`src/rtl/alu_pkg.sv`:
```
// Shared types for the ALU and the sequential multiplier.
package alu_pkg;

  localparam int unsigned DW = 16;

  typedef enum logic [1:0] {
    ALU_ADD,
    ALU_SUB,
    ALU_AND,
    ALU_OR
  } ALUOp;

  typedef struct packed {
    logic carry;
    logic zero;
    logic neg;
    logic ovf;
  } ALUFlags;

  typedef enum logic [1:0] {
    ST_IDLE,
    ST_RUN,
    ST_DONE
  } mul_state_e;

endpackage

```
`src/rtl/mul_seq_alu.sv`:
```
// Shared 16-bit ALU. One adder serves both ADD and SUB: SUB is done by
// inverting s2 and injecting a carry-in.
module ALU
  import alu_pkg::*;
(
  input  ALUOp          op_i,
  input  logic [DW-1:0] s1_i,
  input  logic [DW-1:0] s2_i,
  output logic [DW-1:0] result_o,
  output ALUFlags       flags_o
);

  logic [DW:0]   sum;
  logic [DW-1:0] s2_eff;
  logic          cin;

  // Combinational datapath and flag generation.
  always_comb begin
    cin      = (op_i == ALU_SUB);
    s2_eff   = cin ? ~s2_i : s2_i;
    sum      = {1'b0, s1_i} + {1'b0, s2_eff} + {{DW{1'b0}}, cin};
    result_o = '0;
    flags_o  = '0;
    case (op_i)
      ALU_ADD, ALU_SUB: begin
        result_o      = sum[DW-1:0];
        flags_o.carry = sum[DW];
        flags_o.ovf   = (s1_i[DW-1] == s2_eff[DW-1]) && (sum[DW-1] != s1_i[DW-1]);
      end
      ALU_AND: result_o = s1_i & s2_i;
      ALU_OR:  result_o = s1_i | s2_i;
      default: result_o = '0;
    endcase
    flags_o.zero = (result_o == '0);
    flags_o.neg  = result_o[DW-1];
  end

endmodule

```
`src/rtl/mul_seq.sv`:
```
// Sequential shift-and-add 16x16 unsigned multiplier returning the low
// 16 bits of the product plus an overflow flag for the discarded upper half.
//
// state   | meaning
// --------+----------------------------------------------------------
// ST_IDLE | waiting for start; product/ovf hold last result
// ST_RUN  | one shift-and-add step per cycle until multiplier empties
// ST_DONE | single-cycle done pulse, then back to ST_IDLE
module mul_seq
  import alu_pkg::*;
(
  input  logic          clk,
  input  logic          rst,
  input  logic          start,
  input  logic [DW-1:0] a,
  input  logic [DW-1:0] b,
  output logic          busy,
  output logic          done,
  output logic [DW-1:0] product,
  output logic          ovf
);

  mul_state_e    state_q;
  logic [DW-1:0] acc_q;
  logic [DW-1:0] mcand_q;
  logic [DW-1:0] mplier_q;
  logic [DW-1:0] mplier_d;
  logic          ovf_q;
  logic          lost_q;
  logic          busy_q;
  logic          done_q;

  logic [DW-1:0] alu_res;
  ALUFlags       alu_flags;
  logic          unused_alu_flags;

  // Accumulate adder; only the carry is consumed.
  ALU u_alu (
    .op_i     (ALU_ADD),
    .s1_i     (acc_q),
    .s2_i     (mcand_q),
    .result_o (alu_res),
    .flags_o  (alu_flags)
  );

  assign unused_alu_flags = &{1'b0, alu_flags.zero, alu_flags.neg, alu_flags.ovf};

  // Post-shift multiplier; its emptiness ends the RUN phase.
  assign mplier_d = mplier_q >> 1;

  // Control FSM with registered status outputs and the shift/accumulate datapath.
  always_ff @(posedge clk) begin
    if (rst) begin
      state_q  <= ST_IDLE;
      acc_q    <= '0;
      mcand_q  <= '0;
      mplier_q <= '0;
      ovf_q    <= 1'b0;
      lost_q   <= 1'b0;
      busy_q   <= 1'b0;
      done_q   <= 1'b0;
    end else begin
      case (state_q)
        ST_IDLE: begin
          done_q <= 1'b0;
          if (start) begin
            mcand_q  <= a;
            mplier_q <= b;
            acc_q    <= '0;
            ovf_q    <= 1'b0;
            lost_q   <= 1'b0;
            busy_q   <= 1'b1;
            state_q  <= ST_RUN;
          end
        end
        ST_RUN: begin
          if (mplier_q[0]) begin
            acc_q <= alu_res;
            // lost_q here is the value before this cycle's shift: a bit that
            // fell off mcand only matters if a later multiplier bit uses it.
            ovf_q <= ovf_q | alu_flags.carry | lost_q;
          end
          mcand_q  <= mcand_q << 1;
          lost_q   <= lost_q | mcand_q[DW-1];
          mplier_q <= mplier_d;
          if (mplier_d == '0) begin
            state_q <= ST_DONE;
            done_q  <= 1'b1;
          end
        end
        ST_DONE: begin
          state_q <= ST_IDLE;
          done_q  <= 1'b0;
          busy_q  <= 1'b0;
        end
        default: begin
          state_q <= ST_IDLE;
          done_q  <= 1'b0;
          busy_q  <= 1'b0;
        end
      endcase
    end
  end

  assign busy    = busy_q;
  assign done    = done_q;
  assign product = acc_q;
  assign ovf     = ovf_q;

endmodule

```
`config.mk`:
```
export PLATFORM = sky130hd
export DESIGN_NAME = mul_seq
export DESIGN_NICKNAME = d
export VERILOG_FILES = /design/src/rtl/alu_pkg.sv /design/src/rtl/mul_seq_alu.sv /design/src/rtl/mul_seq.sv
export SDC_FILE = /design/constraint.sdc
export NUM_CORES = 1
export LEC_CHECK = 0
export CAP_MARGIN = 0
export CORE_ASPECT_RATIO = 0.9
export CORE_MARGIN = 10
export CORE_UTILIZATION = 45
export DETAILED_ROUTE_END_ITERATION = 12
export GPL_TIMING_DRIVEN = 0
export PLACE_DENSITY = 0.7
export SLEW_MARGIN = 20
export SYNTH_ARGS = -nofsm -noshare
export SYNTH_HDL_FRONTEND = slang
export SYNTH_SLANG_ARGS = --single-unit
```
`constraint.sdc`:
```
create_clock -name clk -period 2.35 [get_ports clk]
set_input_delay 0.5875 -clock clk [delete_from_list [all_inputs] [get_ports clk]]
set_output_delay 0.5875 -clock clk [all_outputs]
set_load 0.02 [all_outputs]
```
==> summary.md, run 1 <==
| Metric | Value |
|---|---|
| Critical path type | `input pin to flip-flop` |
| Max incr delay on CP | `0.61 ns` |
| FMAX | `0.4446 GHz` |
| CP Capture Type | `flip-flop` |
| Max H-tree Level | `2` |
| Least-Margin Pin Slew | `0.5839 ns` |
| Final worst setup slack | `0.1007 ns` |
| Avg Inst Size Synth | `8.713 µm²` |
| Remaining Overflow, GRT | `0` |
| Cts bufs inserted | `5` |
| Post-CTS setup buffer count | `0` |
| Die X | `104.6 µm` |
| Status | `finished, final reports clean` |
| P_leak | `0.001538 µW` |
| Final wirelength | `7209 µm` |
| Final Hold Fails | `0` |
| Yosys top cell by area | `dfxtp_1` |
| PD cells | `565.4 nW/µm²` |
| Nets@finish | `444` |
| Core area | `6182 µm²` |
| Hold_sp | `done` |
| Drt first pass iters | `4` |
| Drt initial violations | `115` |
| Syn-to-layout area delta | `26.13%` |
| Root Buffer | `clkbuf_8` |
| GPL Wtd Cong | `0.8699` |
| RSZ-0062 raised after global routing | `no` |
| Crit-path slowest cell | `clkdlybuf4s50_1` |
| Initial antenna violation count | `0` |
| Port Buffers | `52` |
| Clk buf depth | `2` |
| Yosys warning count | `0` |
| Global-route wire length before repair | `12050 µm` |
| Vias in the first global route | `2531` |
| Mapped Area | `2902 µm²` |
| TritonCTS sink count | `54` |
| Commonest non-fill, non-tap cell in the layout | `nor2_1` |
| Initial Util | `46.93%` |
| Ratio of cells with drive above 1 in the final layout | `6.633%` |
| Hold Crit Class | `flip-flop to flip-flop` |
| Reg clk slew, reported paths | `0.09 ns` |
| Worst skew pair latency | `0.30 ns` |
| Slew Limit Headroom | `61.07%` |
| Distinct cell type count after synthesis | `45` |
| Final HPWL from detailed placement | `5499 µm` |
| All-Layer GR Usage | `14.39%` |
| CP arrival | `2.40 ns` |
| Syn Inst Count | `333` |
| Final setup fails | `0` |
| CTS tree | `yes` |
| Sequential area share after synthesis | `37.26%` |
| Synth async-reset ratio | `0%` |
| Die height | `96.18 µm` |
| TNS Setup | `0 ns` |
| Post-route ant nets | `0` |
| DR WL met3 | `351 µm` |
| Place WS | `-0.2090 ns` |
| Flops & latches, synth | `54` |
| DR top layer | `met4` |
| Worst Hold Depth | `2` |
| MaxCap Viol Count | `0` |
| Vias after detailed routing | `2565` |
| Max FO, Critical Path | `10` |
| Syn_nets | `385` |
| Fin. max-slew vios | `0` |
| Min Tclk post-route | `2.249 ns` |
| Reg2reg start | `product[0]` |
| FP Rows | `27` |
| Crit path top cell by count | `nor2_1` |
| DIE AREA | `10060 µm²` |
| Post-synth top flop | `dfxtp_1` |
| Post-synth top area share | `37.26%` |
| Pin count of the biggest net entering global routing | `16` |
| Synth area leaders | `dfxtp_1, mux2i_1, a211oi_1` |
| I/O Pins | `54` |
| EDFF count, synth | `0` |
| Hold buffer count at cts | `0` |
| Via/cell ratio | `5.355` |
| Worst Skew | `0.006892 ns` |
| Fin crit share | `95.71%` |
| Antenna diodes | `0` |
| VDD IR max | `0.0002894 V` |
| Crit path cell chain | `clkdlybuf4s50_1 > nor2_1 > nor2_1 > buf_2 > buf_1 > a211oi_1` |
| CP Data Required Time | `2.50 ns` |
| WL per Instance | `15.05 µm` |
| Type of origin of the critical path | `input pin` |
| Drt drc | `0` |
| Critical path origin | `start` |
| WL met1 | `3641 µm` |
| Routed wl met2 | `3145 µm` |
| Most frequent cells in the layout | `nor2_1, dfxtp_1, clkdlybuf4s50_1` |
| Reg2Reg Depth | `8` |
## Yosys cell counts (3+ instances only)
master	number
o21ai_0	6
a22oi_1	8
nand4_1	3
nor4_1	4
a2bb2oi_1	3
o21ai_1	10
clkbuf_1	13
a211oi_1	28
nor2_1	55
and3_1	3
a21o_1	5
inv_1	5
mux2i_1	28
dfxtp_1	54
ha_1	16
xor2_1	7
nand2_1	19
xnor2_1	5
nor3_1	6
a21oi_1	17
buf_2	6
## stage by stage
stage | hold WS (ns) | total power (µW) | utilization (%) | cells | area [µm²]
after detailed placement | 0.4588 | 1452 | 57.11 | 472 | 3531
after global routing | 0.5030 | 2171 | 59.20 | 479 | 3660
after global placement | 0.4532 | 1444 | 57.11 | 472 | 3531
after floorplan | 0.4466 | 1307 | - | 333 | 2902
after CTS | 0.4722 | 2082 | 58.94 | 479 | 3643
final | 0.4711 | 2069 | 59.20 | 479 | 3660
## where the power goes
part           leakage, µW  switching (µW)  internal (µW)
Combinational      0.00104             213            193
Clock            0.0000573             294            341
Sequential        0.000444            52.3            975
## final timing paths
check,to,slack [ns]
min reg2reg,done,0.47
max reg2reg,product[12],0.15
max,mcand_q[15],0.10
min,done,0.47
## layout make-up
type,count,area (µm²)
Multi-Input combinational cell,253,1729
Sequential cell,54,1082
Clock inverter,1,30.03
Inverter,5,18.77
Fill cell,567,2522
Timing Repair Buffer,52,520.5
Clock buffer,6,82.58
Tap cell,87,108.9
Buffer,21,87.58
## cells by family (layout without fill, tap and decap cells)
family	Yosys count	count (layout)	synth area share, %
muxes	28	28	9.659
and+or+nand+nor	101	101	15.09
DFF	54	54	37.26
xor gates and xnor gates	12	12	3.622
adders and majority gates	17	17	7.589
buffers and inverters	26	85	3.623
AOI/OAI and AO/OA	95	95	23.16
## registers in the layout, indices dropped and copies added (netlist names)
signal    cells
mcand_q      16
mplier_q     16
product      16
state_q       2
busy          1
done          1
lost_q        1
ovf           1
## critical path: cells and delay by family
| kind | cells | cell delay (ns) |
|---|---|---|
| AOI/OAI and AO/OA | 1 | 0.17 |
| buffers and inverters | 3 | 1.36 |
| and+or+nand+nor | 2 | 0.29 |
## timing repair
action	CTS	global route
setup endpoints to repair	1	11
pin swaps	1	1
gates resized for setup	0	7
## routing by layer
metal | track usage, % | up-vias
li1 | - | 1333
met1 | 19.08 | 1172
met2 | 23.01 | 53
met3 | 3.674 | 7
met4 | 3.653 | 0
met5 | 0 | -
Note: power is estimated with default switching activity, not from simulation.
==> run 2, diff against run 1 <==
--- a/config.mk
+++ b/config.mk
@@ -7,10 +7,11 @@
 export LEC_CHECK = 0
 export CAP_MARGIN = 0
 export CORE_ASPECT_RATIO = 0.9
-export CORE_MARGIN = 10
+export CORE_MARGIN = 3
 export CORE_UTILIZATION = 45
 export DETAILED_ROUTE_END_ITERATION = 12
 export GPL_TIMING_DRIVEN = 0
+export HOLD_SLACK_MARGIN = 0.06
 export PLACE_DENSITY = 0.7
 export SLEW_MARGIN = 20
 export SYNTH_ARGS = -nofsm -noshare
==> summary.md, run 2 (synthesis results as in run 1) <==
| Metric | Value |
|---|---|
| Status | `finished, final reports clean` |
| Fin crit share | `93.75%` |
| PD cells | `541.5 nW/µm²` |
| Reg2reg start | `product[0]` |
| Ratio of cells with drive above 1 in the final layout | `6.870%` |
| Worst Hold Depth | `2` |
| Die height | `82.18 µm` |
| Commonest non-fill, non-tap cell in the layout | `nor2_1` |
| Syn-to-layout area delta | `25.49%` |
| I/O Pins | `54` |
| Drt initial violations | `99` |
| Port Buffers | `52` |
| Global-route wire length before repair | `11190 µm` |
| Vias in the first global route | `2386` |
| Remaining Overflow, GRT | `0` |
| Root Buffer | `clkbuf_8` |
| Critical path type | `flip-flop to flip-flop` |
| FP Rows | `27` |
| DP Cell Count | `472` |
| Reg2Reg Depth | `8` |
| Antenna diodes | `0` |
| CP Data Required Time | `2.54 ns` |
| All-Layer GR Usage | `18.50%` |
| Hold EP | `product[9]` |
| P_leak | `0.001539 µW` |
| Core area | `6182 µm²` |
| Min Tclk post-route | `2.203 ns` |
| Total power | `1971 µW` |
| Hold_sp | `product[9]` |
| Drt drc | `0` |
| CTS tree | `yes` |
| Most frequent cells in the layout | `nor2_1, dfxtp_1, clkdlybuf4s50_1` |
| GPL Wtd Cong | `0.8383` |
| RSZ-0062 raised after global routing | `no` |
| DIE AREA | `7449 µm²` |
| Vias after detailed routing | `2544` |
| Post-route ant nets | `0` |
| TritonCTS sink count | `54` |
| Final cell count without fillers | `480` |
| Register-to-register setup slack | `0.15 ns` |
| Initial Util | `46.93%` |
| FMAX | `0.4539 GHz` |
| Type of origin of the critical path | `flip-flop` |
| Via/cell ratio | `5.300` |
| Worst skew pair latency | `0.31 ns` |
| Max H-tree Level | `2` |
| Max FO, Critical Path | `3` |
| Hold Crit Class | `flip-flop to flip-flop` |
| WHS | `0.4703 ns` |
| Reg clk slew, reported paths | `0.09 ns` |
| Worst Skew | `0.003702 ns` |
| Initial antenna violation count | `0` |
| Final setup fails | `0` |
| VDD IR max | `0.0002497 V` |
| Drt first pass iters | `6` |
| WL per Instance | `14.21 µm` |
| CP arrival | `2.39 ns` |
| Final wirelength | `6820 µm` |
| Pin count of the biggest net entering global routing | `16` |
| Worst R2R End | `product[12]` |
| Final Hold Fails | `0` |
| Clk buf depth | `2` |
| Die X | `90.64 µm` |
| Fin. max-slew vios | `0` |
| Cts bufs inserted | `5` |
| Post-CTS setup buffer count | `0` |
| Least-Margin Pin Slew | `0.5693 ns` |
| Final HPWL from detailed placement | `5017 µm` |
| Slew Limit Headroom | `62.05%` |
| MaxCap Viol Count | `0` |
| Nets@finish | `444` |
| CP Capture Type | `flip-flop` |
run 2: cell types whose count changed in the layout (fill, tap and decap cells not counted), sizes merged:
cell / delta
buf: -2
bufinv: -1
clkbuf: +3
clkinv: +1
run 2: final cells by class:
type                    instances  area (µm²)
well taps                      87       108.9
repair buffers                 52       520.5
clock buffers                   7       86.33
inverters                       5       18.77
plain buffers                  21       90.09
fillers                       572        2541
clock inverters                 1       5.005
multi-input cells             253        1730
flip-flops and latches         54        1081
run 2: timing repair:
action | in CTS | in global routing
hold buffers | 0 | 0
resized for setup | 0 | 8
setup endpoints to repair | 0 | 22
run 2: where the power goes:
group,total (µW),switching [µW],internal [µW]
Clock,538,300,239
Sequential,1030,50.1,975
Combinational,408,214,193
Total,1970,564,1410
run 2: worst max-delay path, cell delays in order (launching register included):
cell and delay [ns]:
dfxtp_1 0.34, ha_1 0.24, fa_2 0.37, a21oi_2 0.19, o21ai_2 0.11, and3_1 0.22, o211ai_1 0.31, nor3b_2 0.23
o31ai_1 0.08
run 2: through the flow:
stage	TNS (ns)	setup slack, ns	area, µm²	utilization, %
6_report	0	0.1469	3641	58.89
5_1_grt	0	0.02808	3641	58.89
4_1_cts	0	0.009325	3622	58.59
3_5_place_dp	-4.905	-0.2167	3531	57.11
3_3_place_gp	-3.810	-0.1953	3531	57.11
2_1_floorplan	0	0.2258	2902	-
run 2: how the worst max path moves through the flow:
stage               start     endpoint  slack (ns)
2_1_floorplan  product[0]  product[12]        0.23
3_3_place_gp        start  product[12]       -0.20
3_5_place_dp        start  mcand_q[15]       -0.22
4_1_cts        product[0]  product[12]       0.009
5_1_grt        mcand_q[0]  product[12]        0.03
6_report       product[0]  product[12]        0.15
run 2: routing by layer:
| layer | up-vias | GRT usage, % | part of all wire (%) | wire, µm |
|---|---|---|---|---|
| li1 | 1324 | - | - | - |
| met1 | 1158 | 25.58 | 51 | 3499 |
| met2 | 52 | 29.83 | 43 | 2932 |
| met3 | 10 | 3.080 | 4.1 | 282 |
| met4 | 0 | 5.657 | 1.6 | 106 |
| met5 | - | 0 | 0 | 0 |
==> edit (flow settings as in run 1) <==
Reset style: asynchronous (`rst`), changed in one clocked block.
--- a/src/rtl/mul_seq.sv
+++ b/src/rtl/mul_seq.sv
@@ -50,5 +50,5 @@
 
   // Control FSM with registered status outputs and the shift/accumulate datapath.
-  always_ff @(posedge clk) begin
+  always_ff @(posedge clk or posedge rst) begin
     if (rst) begin
       state_q  <= ST_IDLE;
Check against the original RTL: differs if rst is asserted again (counterexample within 4 cycles, from zero or initial values and one cycle with rst high); with rst held inactive, the same outputs for 4 cycles.
==> edit against run 1 <==
  * Setup slack got worse by 0.015 ns
  * Sequential cell count stayed put
  * Synthesized area grew 8.5%
  * Utilization up 0.17 points
  * Wire length grew 20%
  * Largest cell class unchanged
  * Non-clock buffer count is 4 higher
  * First-iteration DRC count increased by 12%
  * Design area increased by 8.5%
Power is not compared: it rests on default switching activity, and its combinational part moved more than twofold at a synthesized area within 25%.
==> edit: results (changes against run 1) <==
Worst setup path
  – FF-to-FF End: product[12]$_DFFE_PP0P_
  – Crit-path slowest cell: dfrtp_1
  – Reg2reg setup slack: 0.09 ns (-0.06 ns)
  – Setup crit start: product[0]$_DFFE_PP0P_
  – Worst reg2reg startpoint: product[0]$_DFFE_PP0P_
  – Crit-path leading delay family: compound AO/OA/AOI/OAI gates

Final layout
  – Register area: 1350 µm² (+25%)
  – # nets final: 455 (+2.5%)
  – Ratio of cells with drive above 1 in the final layout: 7.20% (+0.56 points)
  – Fill cell count: 606 (+6.9%)

Global route
  – Met2 Track Usage GR: 24.3% (+1.2 points)
  – M1 GR Usage: 22.9% (+3.8 points)
  – Overall Global Routing Usage: 16.2% (+1.9 points)
  – Grt met3 use: 3.10% (-0.58 points)
  – Vias in the first global route: 2788 (+10%)

Synth
  – Post-synthesis adder-cell area fraction: 7.00% (-0.59 points)
  – Post-synthesis mux area share: 5.41% (-4.3 points)
  – Synth top area cells: dfrtp_1 (43%), o21ai_0 (7.2%), ha_1 (6.4%)
  – FFs w/ async S/R, synth: 100% (+100 points)
  – Mapped Nets: 389 (+1.0%)
  – Synth Instances: 337 (+1.2%)
  – Compound-gate portion of the synthesized area: 26.0% (+2.8 points)
  – Distinct cell type count after synthesis: 50 (+11%)

Status
  – Status: finished clean

STA
  – Period utilisation layout: 96.4% (+0.66 points)
  – Clk_skew: 0.00862 ns (+0.00173 ns)
  – Worst slew pin tran: 0.667 ns (+0.0835 ns)

Detailed routing
  – Via/cell ratio: 5.74 (+7.2%)
  – DRT Wirelength: 8630 µm (+20%)
  – Met3 routed WL: 386 µm (+10%)
  – WL met2: 3850 µm (+23%)

Place
  – # placed instances: 480 (+1.7%)
  – IO Port Bufs: 53 (+1.9%)
  – Area post-placement: 3790 µm² (+7.4%)

Min path
  – Hold Path End: lost_q$_DFFE_PP0P_
  – Worst hold start: lost_q$_DFFE_PP0P_
[edit: cell count changes after synthesis, moves of 8 or more]
cell / run 1 / this run
mux2i_1: 28 / 17
dfxtp_1: 54 / 0
dfrtp_1: 0 / 54
o21ai_1: 10 / 1
a211oi_1: 28 / 3
nand2_1: 19 / 50
nor2_1: 55 / 14
o21ai_0: 6 / 45
a22oi_1: 8 / 16
[edit: layout make-up]
cell class / instances / share of cell area, %
Buffer: 18 / 1.83
Tap cell: 90 / 2.83
Clock buffer: 6 / 2.08
Inverter: 4 / 0.441
Clock inverter: 1 / 0.756
Sequential cell: 54 / 34.0
Timing Repair Buffer: 59 / 14.5
Multi-Input combinational cell: 261 / 43.6
[edit: worst reg2reg max path, delay by kind of cell (launching register included)]
| kind | cells | cell delay (ns) |
|---|---|---|
| DFF | 1 | 0.41 |
| AOI/OAI and AO/OA | 4 | 0.93 |
| buffers and inverters | 1 | 0.17 |
| adders and majority gates | 2 | 0.59 |
| muxes | 1 | 0.07 |
